`config.mk`:
```
export PLATFORM = sky130hd
export DESIGN_NAME = lock_eval_harness
export DESIGN_NICKNAME = d
export VERILOG_FILES = /design/src/rtl/lock_eval_pkg.sv /design/src/rtl/lfsr_gen.sv /design/src/rtl/lock_eval_harness.sv
export SDC_FILE = /design/constraint.sdc
export NUM_CORES = 1
export LEC_CHECK = 0
export ABC_AREA = 1
export BUFFER_PORTS_ARGS = -buffer_cell sky130_fd_sc_hd__buf_4
export CAP_MARGIN = 20
export CORE_ASPECT_RATIO = 0.8
export CORE_MARGIN = 2
export CORE_UTILIZATION = 58
export DETAILED_ROUTE_END_ITERATION = 8
export GPL_TIMING_DRIVEN = 0
export MAX_ROUTING_LAYER = met4
export PLACE_DENSITY = 0.86
export SLEW_MARGIN = 5
export SYNTH_ARGS = -nofsm -noshare
export SYNTH_HDL_FRONTEND = slang
export SYNTH_HIERARCHICAL = 1
export SYNTH_SLANG_ARGS = --single-unit
```
`constraint.sdc`:
```
create_clock -name clk -period 4.1 [get_ports clk]
set_clock_uncertainty 0.05 [all_clocks]
set_input_delay 0.82 -clock clk [delete_from_list [all_inputs] [get_ports clk]]
set_output_delay 0.82 -clock clk [all_outputs]
set_load 0.01 [all_outputs]
```
`src/rtl/lock_eval_pkg.sv`:
```
// Shared types and constants for the key-lock evaluation harness.
//   state_t     : harness run FSM states
//   LFSR_TAPS   : pattern LFSR feedback mask, polynomial taps 64,63,61,60
//   MISR_TAPS   : signature MISR feedback mask, polynomial taps 32,22,2,1
//   lfsr_next() : one shift-left Fibonacci step of the 64-bit pattern LFSR
package lock_eval_pkg;

    typedef enum logic [1:0] {
        IDLE  = 2'd0,
        RUN   = 2'd1,
        DRAIN = 2'd2,
        DONE  = 2'd3
    } state_t;

    // Tap k of the polynomial maps to bit k-1 of the mask.
    localparam logic [63:0] LFSR_TAPS = 64'hD800_0000_0000_0000;
    localparam logic [31:0] MISR_TAPS = 32'h8020_0003;

    function automatic logic [63:0] lfsr_next(input logic [63:0] s);
        return {s[62:0], ^(s & LFSR_TAPS)};
    endfunction

endpackage

```
`src/rtl/lfsr_gen.sv`:
```
// Pattern source: Fibonacci shift-left LFSR with loadable seed.
//   clk, rst : clock, synchronous active-high reset
//   load     : load seed (a zero seed loads all-ones so the LFSR never locks up)
//   seed     : seed value
//   step     : advance one position
//   value    : current LFSR state
module lfsr_gen
    import lock_eval_pkg::*;
#(
    parameter int                LFSR_W = 64,
    parameter logic [LFSR_W-1:0] TAPS   = LFSR_TAPS[LFSR_W-1:0]
) (
    input  logic              clk,
    input  logic              rst,
    input  logic              load,
    input  logic [LFSR_W-1:0] seed,
    input  logic              step,
    output logic [LFSR_W-1:0] value
);

    always_ff @(posedge clk) begin
        if (rst)
            value <= '1;
        else if (load)
            value <= (seed == '0) ? '1 : seed;
        else if (step)
            value <= {value[LFSR_W-2:0], ^(value & TAPS)};
    end

endmodule

```
`src/rtl/lock_eval_harness.sv`:
```
// Stimulus/compare engine for key-locked combinational benchmarks.
// Drives LFSR patterns and a held key into a locked DUT, compares the DUT
// against an unlocked oracle, counts mismatching patterns and compacts the
// DUT outputs into a MISR signature.
//   clk, rst      : clock, synchronous active-high reset
//   start         : run request, honoured only in IDLE
//   num_patterns  : patterns to apply (sampled on accepted start)
//   seed, key     : LFSR seed and candidate key (sampled on accepted start)
//   pat_out       : registered pattern to DUT and oracle
//   key_out       : registered key to DUT, held for the whole run
//   dut_out       : DUT outputs, combinational from pat_out/key_out
//   oracle_out    : oracle outputs, combinational from pat_out
//   busy, done    : run in progress / one-cycle end-of-run pulse
//   err_count     : mismatching patterns, saturating
//   first_err     : index of first mismatching pattern, all-ones if none
//   signature     : MISR over dut_out of every compared pattern
module lock_eval_harness
    import lock_eval_pkg::*;
#(
    parameter int               N_IN      = 41,
    parameter int               N_OUT     = 32,
    parameter int               N_KEY     = 32,
    parameter int               LFSR_W    = 64,
    parameter int               CNT_W     = 16,
    parameter logic [N_OUT-1:0] MISR_MASK = MISR_TAPS[N_OUT-1:0]
) (
    input  logic              clk,
    input  logic              rst,
    input  logic              start,
    input  logic [CNT_W-1:0]  num_patterns,
    input  logic [LFSR_W-1:0] seed,
    input  logic [N_KEY-1:0]  key,
    output logic [N_IN-1:0]   pat_out,
    output logic [N_KEY-1:0]  key_out,
    input  logic [N_OUT-1:0]  dut_out,
    input  logic [N_OUT-1:0]  oracle_out,
    output logic              busy,
    output logic              done,
    output logic [CNT_W-1:0]  err_count,
    output logic [CNT_W-1:0]  first_err,
    output logic [N_OUT-1:0]  signature
);

    localparam logic [CNT_W-1:0] ONE = CNT_W'(1);

    state_t             state, state_nx;
    logic [CNT_W-1:0]   num_q;
    logic [CNT_W-1:0]   issue_cnt;
    logic [CNT_W-1:0]   cmp_idx;
    logic               vld_q;      // pat_out holds a pattern whose response is compared this edge
    logic [LFSR_W-1:0]  lfsr_val;
    logic               accept;
    logic               mismatch;
    logic [N_OUT-1:0]   sig_nx;
    logic               unused_lfsr_hi;

    assign accept   = (state == IDLE) && start;
    assign mismatch = dut_out != oracle_out;
    assign sig_nx   = {signature[N_OUT-2:0], ^(signature & MISR_MASK)} ^ dut_out;

    // Only the low N_IN bits feed the pattern; the rest lengthen the period.
    assign unused_lfsr_hi = ^lfsr_val[LFSR_W-1:N_IN];

    lfsr_gen #(.LFSR_W(LFSR_W)) u_lfsr (
        .clk   (clk),
        .rst   (rst),
        .load  (accept),
        .seed  (seed),
        .step  (state == RUN),
        .value (lfsr_val)
    );

    always_ff @(posedge clk) begin
        if (rst)
            state <= IDLE;
        else
            state <= state_nx;
    end

    always_comb begin
        state_nx = state;
        case (state)
            IDLE:    if (start) state_nx = (num_patterns == '0) ? DONE : RUN;
            RUN:     if (issue_cnt == num_q - ONE) state_nx = DRAIN;
            DRAIN:   state_nx = DONE;
            DONE:    state_nx = IDLE;
            default: state_nx = IDLE;
        endcase
    end

    always_ff @(posedge clk) begin
        if (rst) begin
            pat_out   <= '0;
            key_out   <= '0;
            busy      <= 1'b0;
            done      <= 1'b0;
            err_count <= '0;
            first_err <= '1;
            signature <= '0;
            num_q     <= '0;
            issue_cnt <= '0;
            cmp_idx   <= '0;
            vld_q     <= 1'b0;
        end else begin
            done <= 1'b0;

            // Response to the pattern issued last edge is present now.
            if (vld_q) begin
                cmp_idx   <= cmp_idx + ONE;
                signature <= sig_nx;
                if (mismatch) begin
                    if (err_count != '1) err_count <= err_count + ONE;
                    if (first_err == '1) first_err <= cmp_idx;
                end
            end

            case (state)
                IDLE: if (start) begin
                    key_out   <= key;
                    num_q     <= num_patterns;
                    err_count <= '0;
                    first_err <= '1;
                    signature <= '0;
                    issue_cnt <= '0;
                    cmp_idx   <= '0;
                    busy      <= 1'b1;
                end
                RUN: begin
                    pat_out   <= lfsr_val[N_IN-1:0];
                    issue_cnt <= issue_cnt + ONE;
                    vld_q     <= 1'b1;
                end
                DRAIN: vld_q <= 1'b0;
                // done and busy are registered, so both change on the edge leaving DONE.
                DONE: begin
                    done <= 1'b1;
                    busy <= 1'b0;
                end
                default: ;
            endcase
        end
    end

endmodule
```
Yosys cells after proc, flatten, opt, wreduce, memory -nomap -nowiden
Cells that the tools add are included.

Output and inout port bits: 139. Input port bits: 179. Flip-flop bits (word level): 254. Memory bits (writable): 0. Memories kept: 0. Bits in read-only memories: 0. Bits in latches: 0.

Bitwise logic cells: 1. Multiply operators: 0. Shift operators: 0. Divide/modulo/power cells: 0. Order comparisons: 0. Equal/unequal tests: 9. Multiplexer cells: 29. Reductions and logical operators: 14. $add $sub $neg: 4.

Operators by type and width (count): 16-bit two-way mux (14); 64-bit two-way mux (3); 32-bit two-way mux (3); 64-bit logical NOT (1); 64-bit parity (1); 16-bit by 1-bit adder with 16-bit output, second input constant (3); 32-bit inequality test (1); 16-bit case mux with 2 select lines (1); 32-bit parity (1); 32-bit XOR (1); 16-bit == test (1); 16-bit == test, second input constant (1); 16-bit logical NOT (1); 16-bit inequality test, second input constant (1); 16-bit by 1-bit subtractor with 16-bit output, second input constant (1); 2-bit case mux with 4 select lines (1); 2-bit AND reduction (4); 2-bit nonzero test (4); 2-bit two-way mux (3); 2-bit == test, second input constant (2); 2-bit inequality test, second input constant (2); 1-bit case mux with 2 select lines (2); 2-bit by 1-bit == test with 1-bit output, second input constant (1); 2-bit logical NOT (1); 2 further kinds (3).

Logic depth before layout (Yosys ltp)
Gate-level depths: netlist (run 1).

Word-level depth: 6. Gate-level depth with buffers: 16.

Cells and area by module
Netlist (run 1), hierarchy kept.

By module, submodules not included: lock_eval_harness (cells an instance 1221, area each 8899.8 um^2, sequential area each 3803.6 um^2, instances 1); lfsr_gen (cells an instance 624, area each 3614.7 um^2, sequential area each 1281.2 um^2, instances 1).

Least setup slack after synthesis (run 1)
Ideal clock, no wire load.

Path type: input -> register. Start: input start. End: register u_lfsr.value[32]. Path buffers: 4. Path slack: 1786 ps. Arrival time: 2149 ps. Setup time: 115 ps. Cell stages on the path: 11. Path through: nand2_1 > inv_2 > clkbuf_1 > buf_2 > inv_1 > buf_2 > buf_2 > nor2_1 > nand2_1 > nand2_1 > nand2_1.

Cells in the longest elaborated chain, start to end: 2. Elaborated cells between the ends (all ways): 3.

RTL lines: start: declaration (RTL line lock_eval_harness.sv:29) `input logic start,`; 1-bit logical AND * (RTL line lock_eval_harness.sv:57) `assign accept = (state == IDLE) && start;`; named net accept (RTL line lock_eval_harness.sv:52) `logic accept;`; 64-bit two-way mux / 2-bit nonzero test (equally long branches); end signal: assignment (RTL line lfsr_gen.sv:25) `value <= (seed == '0) ? '1 : seed;`; end signal: assignment (RTL line lfsr_gen.sv:27) `value <= {value[LFSR_W-2:0], ^(value & TAPS)};`; end: declaration (RTL line lfsr_gen.sv:18) `output logic [LFSR_W-1:0] value`.

The timed path passes the listed nets; every way through them passes the cells marked *. A chain may end at the register's enable or synchronous reset.

Worst setup path in the final report (run 1)
Start: register state[1]. End: register u_lfsr.value[51].

Cells in the longest elaborated chain, start to end: 3. Elaborated cells between the ends (all ways): 5.

RTL lines: start: declaration (RTL line lock_eval_harness.sv:46) `state_t state, state_nx;`; start signal: assignment (RTL line lock_eval_harness.sv:77) `state <= state_nx;`; 2-bit logical NOT * (RTL line lock_eval_harness.sv:57); 1-bit logical AND * (RTL line lock_eval_harness.sv:57); named net accept (RTL line lock_eval_harness.sv:52); 64-bit two-way mux / 2-bit nonzero test (equally long branches).

Marked as above.

==> impl_metrics.py, run 1 <==
metrics = {
    "timing": {
        "fin_crit_ps": 2970,
        "hold_viol": 0,
        "tightest_slew_ps": 605,
        "timing.slew.headroom_pct": 59.7,
        "period_share_pct": 72.6,
        "rsz0062_at_grt": "false",
        "setup_tns_ps": 0,
        "fmax_mhz": 336,
        "setup_viol": 0,
        "drv_slew": 0,
    },
    "die": {
        "dieArea_um2": 22800,
        "start_util_pct": 58.5,
        "row_count": 48,
        "coreArea_um2": 21400,
        "die_y_um": 135,
        "ios": 318,
        "dieWidth_um": 168,
    },
    "synth": {
        "synthDistinctLibCells": 49,
        "synthCells": 1845,
        "synth_flop_cell": "dfxtp_1",
        "ys_seq_area_share_pct": 40.6,
        "synthArstFlopShare_pct": 0,
        "synth_area_um2": 12500,
        "synthMuxAreaShare_pct": 0,
        "yosys_register_bits": 254,
        "yosys.area_share.xor_xnor_pct": 5.31,
        "synth_compound_area_share_pct": 13.1,
        "synth.avg_cell_area_um2": 6.78,
        "synth-simple-area-share_pct": 32.8,
        "synth_top_family_by_area": "simple AND/OR/NAND/NOR gates",
        "synthAdderAreaFrac_pct": 0.800,
        "synth_fp_nets": 2032,
        "ys.warnings.count": 6,
        "synth_edf_count": 0,
    },
    "final_layout": {
        "stdcell_area_um2": 16000,
        "finalNetCount": 2376,
        "antenna_cells": 0,
        "fillerInstances": 1723,
        "final_core_util_pct": 74.9,
        "area_growth_pct": 28.0,
        "drive_gt1_share_pct": 20.5,
    },
    "grt": {
        "track_usage_pct": 31.7,
        "grt_antenna_before_repair": 0,
        "first_global_vias": 12100,
        "grt_max_degree": 15,
        "overflow": 0,
        "grt_pass1_wl_um": 58000,
    },
    "power": {
        "ir_drop_mv": 0.350,
        "p_leak_nw": 7.37,
        "power_density_nw_per_um2": 640,
    },
    "routing": {
        "wire_per_inst_um": 14.6,
        "viasPerCell": 5.29,
        "drt_iter0_drc": 1062,
        "drt_first_pass_iters": 5,
        "drc": 0,
        "vias": 13100,
        "drtAntennaViolNets": 0,
        "wl_um": 36400,
    },
    "clocking": {
        "hold_buffers": 0,
        "cts-resized-gates": 0,
        "cts_sinks": 254,
        "cts_tree": "done",
        "cts_buffers": 25,
        "clk_latency_ps": 520,
        "clk_pin_slew_worst_paths_ps": 70,
        "cts_root_buffer": "clkbuf_16",
        "h-tree-depth": 1,
        "clock_path_buffers": 3,
        "cts_setup_buffers": 0,
    },
    "setup_path": {
        "r2r_cells": 13,
        "cpPeakStageDelay_ps": 450,
        "cp_top_family": "buffers and inverters",
        "r2r_slack_ps": 1130,
        "cp.depth": 13,
        "crit_top_cell": "nand2_1",
        "crit_path_end_kind": "register",
        "cp_num_buf_inv": 7,
        "cp_data_required_time_ps": 4470,
        "cp.arrival_ps": 3340,
        "crit_start": "state[1]$_SDFFE_PP0P_",
        "cp_slowest_cell": "clkbuf_1",
        "crit_end": "u_lfsr/value[51]$_SDFFE_PP1P_",
        "path_cells": "inv_1 > ha_1 > nand2_1 > inv_2 > clkbuf_1 > buf_2 > inv_1 > buf_2 > buf_4 > nor2_1 > nand2_1 > nand2_1 > nand2_1",
        "start_kind": "register",
        "r2r-start": "state[1]$_SDFFE_PP0P_",
        "critPathKind": "reg -> reg",
        "worst-path-max-fanout": 10,
        "r2r-end": "u_lfsr/value[51]$_SDFFE_PP1P_",
    },
    "place": {
        "dpl-instance-area_um2": 15200,
        "dpl.hpwl_um": 27400,
        "io_buffers": 317,
        "place_congestion": 0.923,
    },
    "run": {
        "drv_cap": 0,
    },
    "hold_path": {
        "holdCritPathClass": "reg -> reg",
        "hold_depth": 2,
    },
    "outcome": {
        "status": "complete, no violations",
    },
}
==> flip-flops by register name, indices dropped and copies added, names as in the netlist, 2 cells and up <==
register,flops
state,2
pat_out,41
cmp_idx,16
issue_cnt,16
u_lfsr/value,64
key_out,32
first_err,16
num_q,16
err_count,16
signature,32
==> where the power goes <==
part	switching, mW	internal (mW)
logic	2.58	1.72
clock network	0.975	1.24
registers	0.564	3.19
==> cell families after synthesis <==
group                      after synthesis
DFF                                    254
adders and majority gates                8
AOI/OAI and AO/OA                      307
and+or+nand+nor                        982
xor gates and xnor gates                75
buffers and inverters                  219
==> placed cells by master (no fill, tap or decap), types with 3 or more instances in the layout <==
cell,instances
nor2_2,11
nand3_1,40
o211ai_1,24
nand2_1,358
clkbuf_16,25
dfxtp_1,254
nand3b_1,9
clkbuf_8,3
nand2_4,4
nand4_1,17
buf_4,321
xnor2_1,50
buf_2,16
nor3_2,3
o21ai_1,8
ha_1,8
or2_0,3
a211oi_1,3
buf_1,10
nor4_1,5
a21oi_1,117
o21ai_0,142
nand2_2,25
nor2_4,4
inv_1,125
inv_2,4
nor2_1,477
buf_6,8
xor2_1,24
clkbuf_1,52
nor3_1,15
clkinv_2,12
==> Yosys cell counts (3+ instances only) <==
cell,count,area [um^2]
nor2_1,477,1790
nand2_1,358,1340
dfxtp_1,254,5080
o21ai_0,142,711
inv_1,125,469
a21oi_1,117,586
xnor2_1,50,438
clkbuf_1,49,184
nand3_1,40,200
nand2_2,25,156
o211ai_1,24,180
xor2_1,24,210
nand4_1,17,106
buf_2,16,80.1
nor3_1,15,75.1
nor2_2,11,68.8
buf_1,10,37.5
nand3b_1,9,67.6
buf_6,8,90.1
ha_1,8,100
o21ai_1,8,40.0
nor4_1,5,31.3
buf_4,4,30.0
inv_2,4,15.0
nand2_4,4,45.0
nor2_4,4,45.0
a211oi_1,3,22.5
nor3_2,3,30.0
or2_0,3,18.8
==> per-stage QoR <==
stage | hold WS (ps) | std cells | setup WS (ps) | total power [mW]
CTS | 420 | 2483 | 1180 | 10.2
finish | 420 | 2483 | 1130 | 10.3
floorplan | 372 | 1845 | 1790 | 6.43
global placement | 400 | 2437 | 963 | 7.85
detailed placement | 403 | 2437 | 975 | 7.99
global route | 443 | 2483 | 913 | 11.0
==> worst min-delay path, stage by stage, from the launching register on <==
cell and delay (ps):
dfxtp_1 320, a21oi_1 60, nand2_1 60
==> per-layer routing <==
layer	vias to the layer above	track usage, %	routed length (um)	part of all wire, %
li1	6552	-	-	-
met1	6015	40.9	15800	43
met2	489	52.4	16900	47
met3	77	4.38	2710	7.5
met4	0	9.15	948	2.6
met5	-	-	0	0
==> layout make-up <==
| cell class | count | area, um^2 | area share (%) |
|---|---|---|---|
| clock buffer | 31 | 678 | 4.23 |
| multi-input combinational | 1372 | 6510 | 40.6 |
| timing repair buffer | 317 | 2380 | 14.9 |
| inverter | 130 | 490 | 3.06 |
| tap | 275 | 344 | 2.15 |
| buffer | 89 | 432 | 2.69 |
| clock inverter | 15 | 106 | 0.664 |
| sequential | 254 | 5080 | 31.7 |
==> worst min path at each step <==
stage,end,slack [ps],start
after CTS,u_lfsr/value[53]$_SDFFE_PP1P_,420,u_lfsr/value[53]$_SDFFE_PP1P_
after floorplan,cmp_idx[15]$_SDFF_PP0_,370,cmp_idx[15]$_SDFF_PP0_
after detailed placement,u_lfsr/value[53]$_SDFFE_PP1P_,400,u_lfsr/value[53]$_SDFFE_PP1P_
after global routing,u_lfsr/value[54]$_SDFFE_PP1P_,440,u_lfsr/value[54]$_SDFFE_PP1P_
after global placement,u_lfsr/value[48]$_SDFFE_PP1P_,400,u_lfsr/value[48]$_SDFFE_PP1P_
final,u_lfsr/value[56]$_SDFFE_PP1P_,420,u_lfsr/value[56]$_SDFFE_PP1P_
Note: power is estimated with default switching activity, not from simulation.
==> run 2, diff against run 1 <==
Settings changed: CORE_UTILIZATION 58 to 49, PLACE_DENSITY 0.86 to 0.78.
Clock period 4.1 ns to 2.65 ns, I/O delays scaled along.
==> run 2 against run 1 <==
Compared with the run above:
- die area rose by 18%
- worst setup slack got worse by 940 ps
- global-route usage fell by 4.5 points
- register-to-register slack got worse by 940 ps
- clock power rose by 82%
- non-clock buffer count fell by 1
- cell count rose by 1.9%
- critical path depth fell by 3
- first-iteration DRC count fell by 18%
- largest cell class unchanged
==> impl_metrics.py, run 2 (same netlist as run 1, synthesis figures left out) <==
metrics = {
    "routing": {
        "drt_iter0_drc": 868,
        "drt_first_pass_iters": 5,
        "vias": 13000,
        "wire_per_inst_um": 14.4,
        "wl_um": 36500,
        "drc": 0,
        "viasPerCell": 5.14,
        "drtAntennaViolNets": 0,
    },
    "setup_path": {
        "cp.arrival_ps": 2820,
        "cp_slowest_cell": "dfxtp_1",
        "cp_data_required_time_ps": 3010,
        "cpPeakStageDelay_ps": 400,
        "critPathKind": "reg -> reg",
        "worst-path-max-fanout": 16,
        "crit_top_cell": "nand2_1",
        "r2r_cells": 10,
        "start_kind": "register",
        "path_cells": "inv_1 > ha_1 > nand2_1 > inv_4 > clkbuf_4 > nor2_4 > buf_1 > nor2_1 > nand2_1 > nand2_1",
        "crit_path_end_kind": "register",
    },
    "place": {
        "io_buffers": 317,
        "dpl-instance-area_um2": 15300,
        "place_congestion": 0.932,
        "dpl.hpwl_um": 27700,
    },
    "final_layout": {
        "largest_register_ffs": 64,
        "regMostFlops": "u_lfsr/value",
        "antenna_cells": 0,
        "final_core_util_pct": 64.5,
        "fillerInstances": 2223,
        "layout_common_cells": "nor2_1, nand2_1, buf_4, dfxtp_1, o21ai_0",
        "drive_gt1_share_pct": 20.6,
        "mostFrequentLayoutCell": "nor2_1",
        "finalNetCount": 2376,
        "area_growth_pct": 29.8,
        "seqCellArea_um2": 5080,
        "largestRegisters": "u_lfsr/value: 64 flops, pat_out: 41 flops",
        "stdcell_area_um2": 16200,
        "multi_input_area_um2": 6510,
    },
    "timing": {
        "fin_crit_ps": 2460,
        "tightest_slew_ps": 625,
        "setup_viol": 0,
        "fmax_mhz": 406,
        "timing.slew.headroom_pct": 58.0,
        "hold_viol": 0,
        "drv_slew": 0,
        "period_share_pct": 92.8,
        "rsz0062_at_grt": "false",
        "setup_tns_ps": 0,
    },
    "die": {
        "row_count": 52,
        "coreArea_um2": 25200,
        "start_util_pct": 49.7,
        "dieArea_um2": 26800,
        "dieWidth_um": 183,
        "ios": 318,
        "die_y_um": 147,
    },
    "power": {
        "power_density_nw_per_um2": 1010,
        "p_leak_nw": 7.44,
        "ir_drop_mv": 0.614,
    },
    "grt": {
        "grt_pass1_wl_um": 58900,
        "first_global_vias": 12300,
        "grt_antenna_before_repair": 1,
        "track_usage_pct": 27.1,
        "grt_max_degree": 17,
        "overflow": 0,
    },
    "clocking": {
        "cts_sinks": 254,
        "cts_tree": "done",
        "cts_root_buffer": "clkbuf_16",
        "clk_pin_slew_worst_paths_ps": 60,
        "h-tree-depth": 1,
        "cts_buffers": 26,
        "clk_latency_ps": 530,
        "clock_path_buffers": 3,
    },
    "hold_path": {
        "holdCritPathClass": "in -> reg",
        "hold_depth": 2,
    },
    "run": {
        "drv_cap": 0,
    },
    "outcome": {
        "status": "complete, no violations",
    },
}
==> run 2: metal layers <==
layer	part of all wire [%]	vias up	track usage, %	routed length, um
met5	0	-	-	0
met4	2.6	0	7.50	953
met3	6.4	65	4.04	2320
met2	45	404	43.6	16400
met1	46	5974	35.8	16800
li1	-	6554	-	-
==> run 2: worst max-delay path, delay by kind of cell (launching register included) <==
family	cells	cell delay, ps
buf+inv	4	890
fa+ha+maj	1	240
flops	1	400
simple gates	5	750
==> run 2: area by class of cell <==
class                      instances  share of cell area, %
timing repair buffer             317                   14.7
inverter                         130                   3.04
clock buffer                      33                   4.61
sequential                       254                   31.3
buffer                            88                   2.65
multi-input combinational       1372                   40.1
clock inverter                    13                   1.19
tap                              324                   2.50
==> run 2: path summary, 6_finish.rpt <==
path / from / slack, ps / endpoint
worst max-delay path: state[1]$_SDFFE_PP0P_ / 190 / u_lfsr/value[11]$_SDFFE_PP1P_
worst min-delay path: rst / 170 / done$_SDFF_PP0_
worst max register to register: state[1]$_SDFFE_PP0P_ / 190 / u_lfsr/value[11]$_SDFFE_PP1P_
worst min register to register: cmp_idx[15]$_SDFF_PP0_ / 410 / cmp_idx[15]$_SDFF_PP0_
==> run 2: power breakdown <==
group | switching [mW] | internal (mW) | leakage (nW)
registers | 0.864 | 4.93 | 2.09
clock network | 1.55 | 2.47 | 0.468
logic | 3.96 | 2.65 | 4.88
total | 6.37 | 10.1 | 7.44
==> run 2: timing repair <==
action | CTS | global route
resized for setup | 0 | 3
buffers inserted | 0 | 0
pin swaps | 0 | 0
endpoints found under the hold margin | 0 | 0
hold buffers | 0 | 0
endpoints found under the setup margin | 64 | 30
==> run 2: per-stage QoR <==
step           setup WS, ps  hold WS, ps  power (mW)  instances
6_report                189          171        16.4       2531
5_1_grt                27.4          173        17.6       2531
4_1_cts                90.4          163        16.4       2531
3_5_place_dp           -226          397        12.4       2486
3_3_place_gp           -135          387        12.2       2486
2_1_floorplan           529          372        9.95       1845
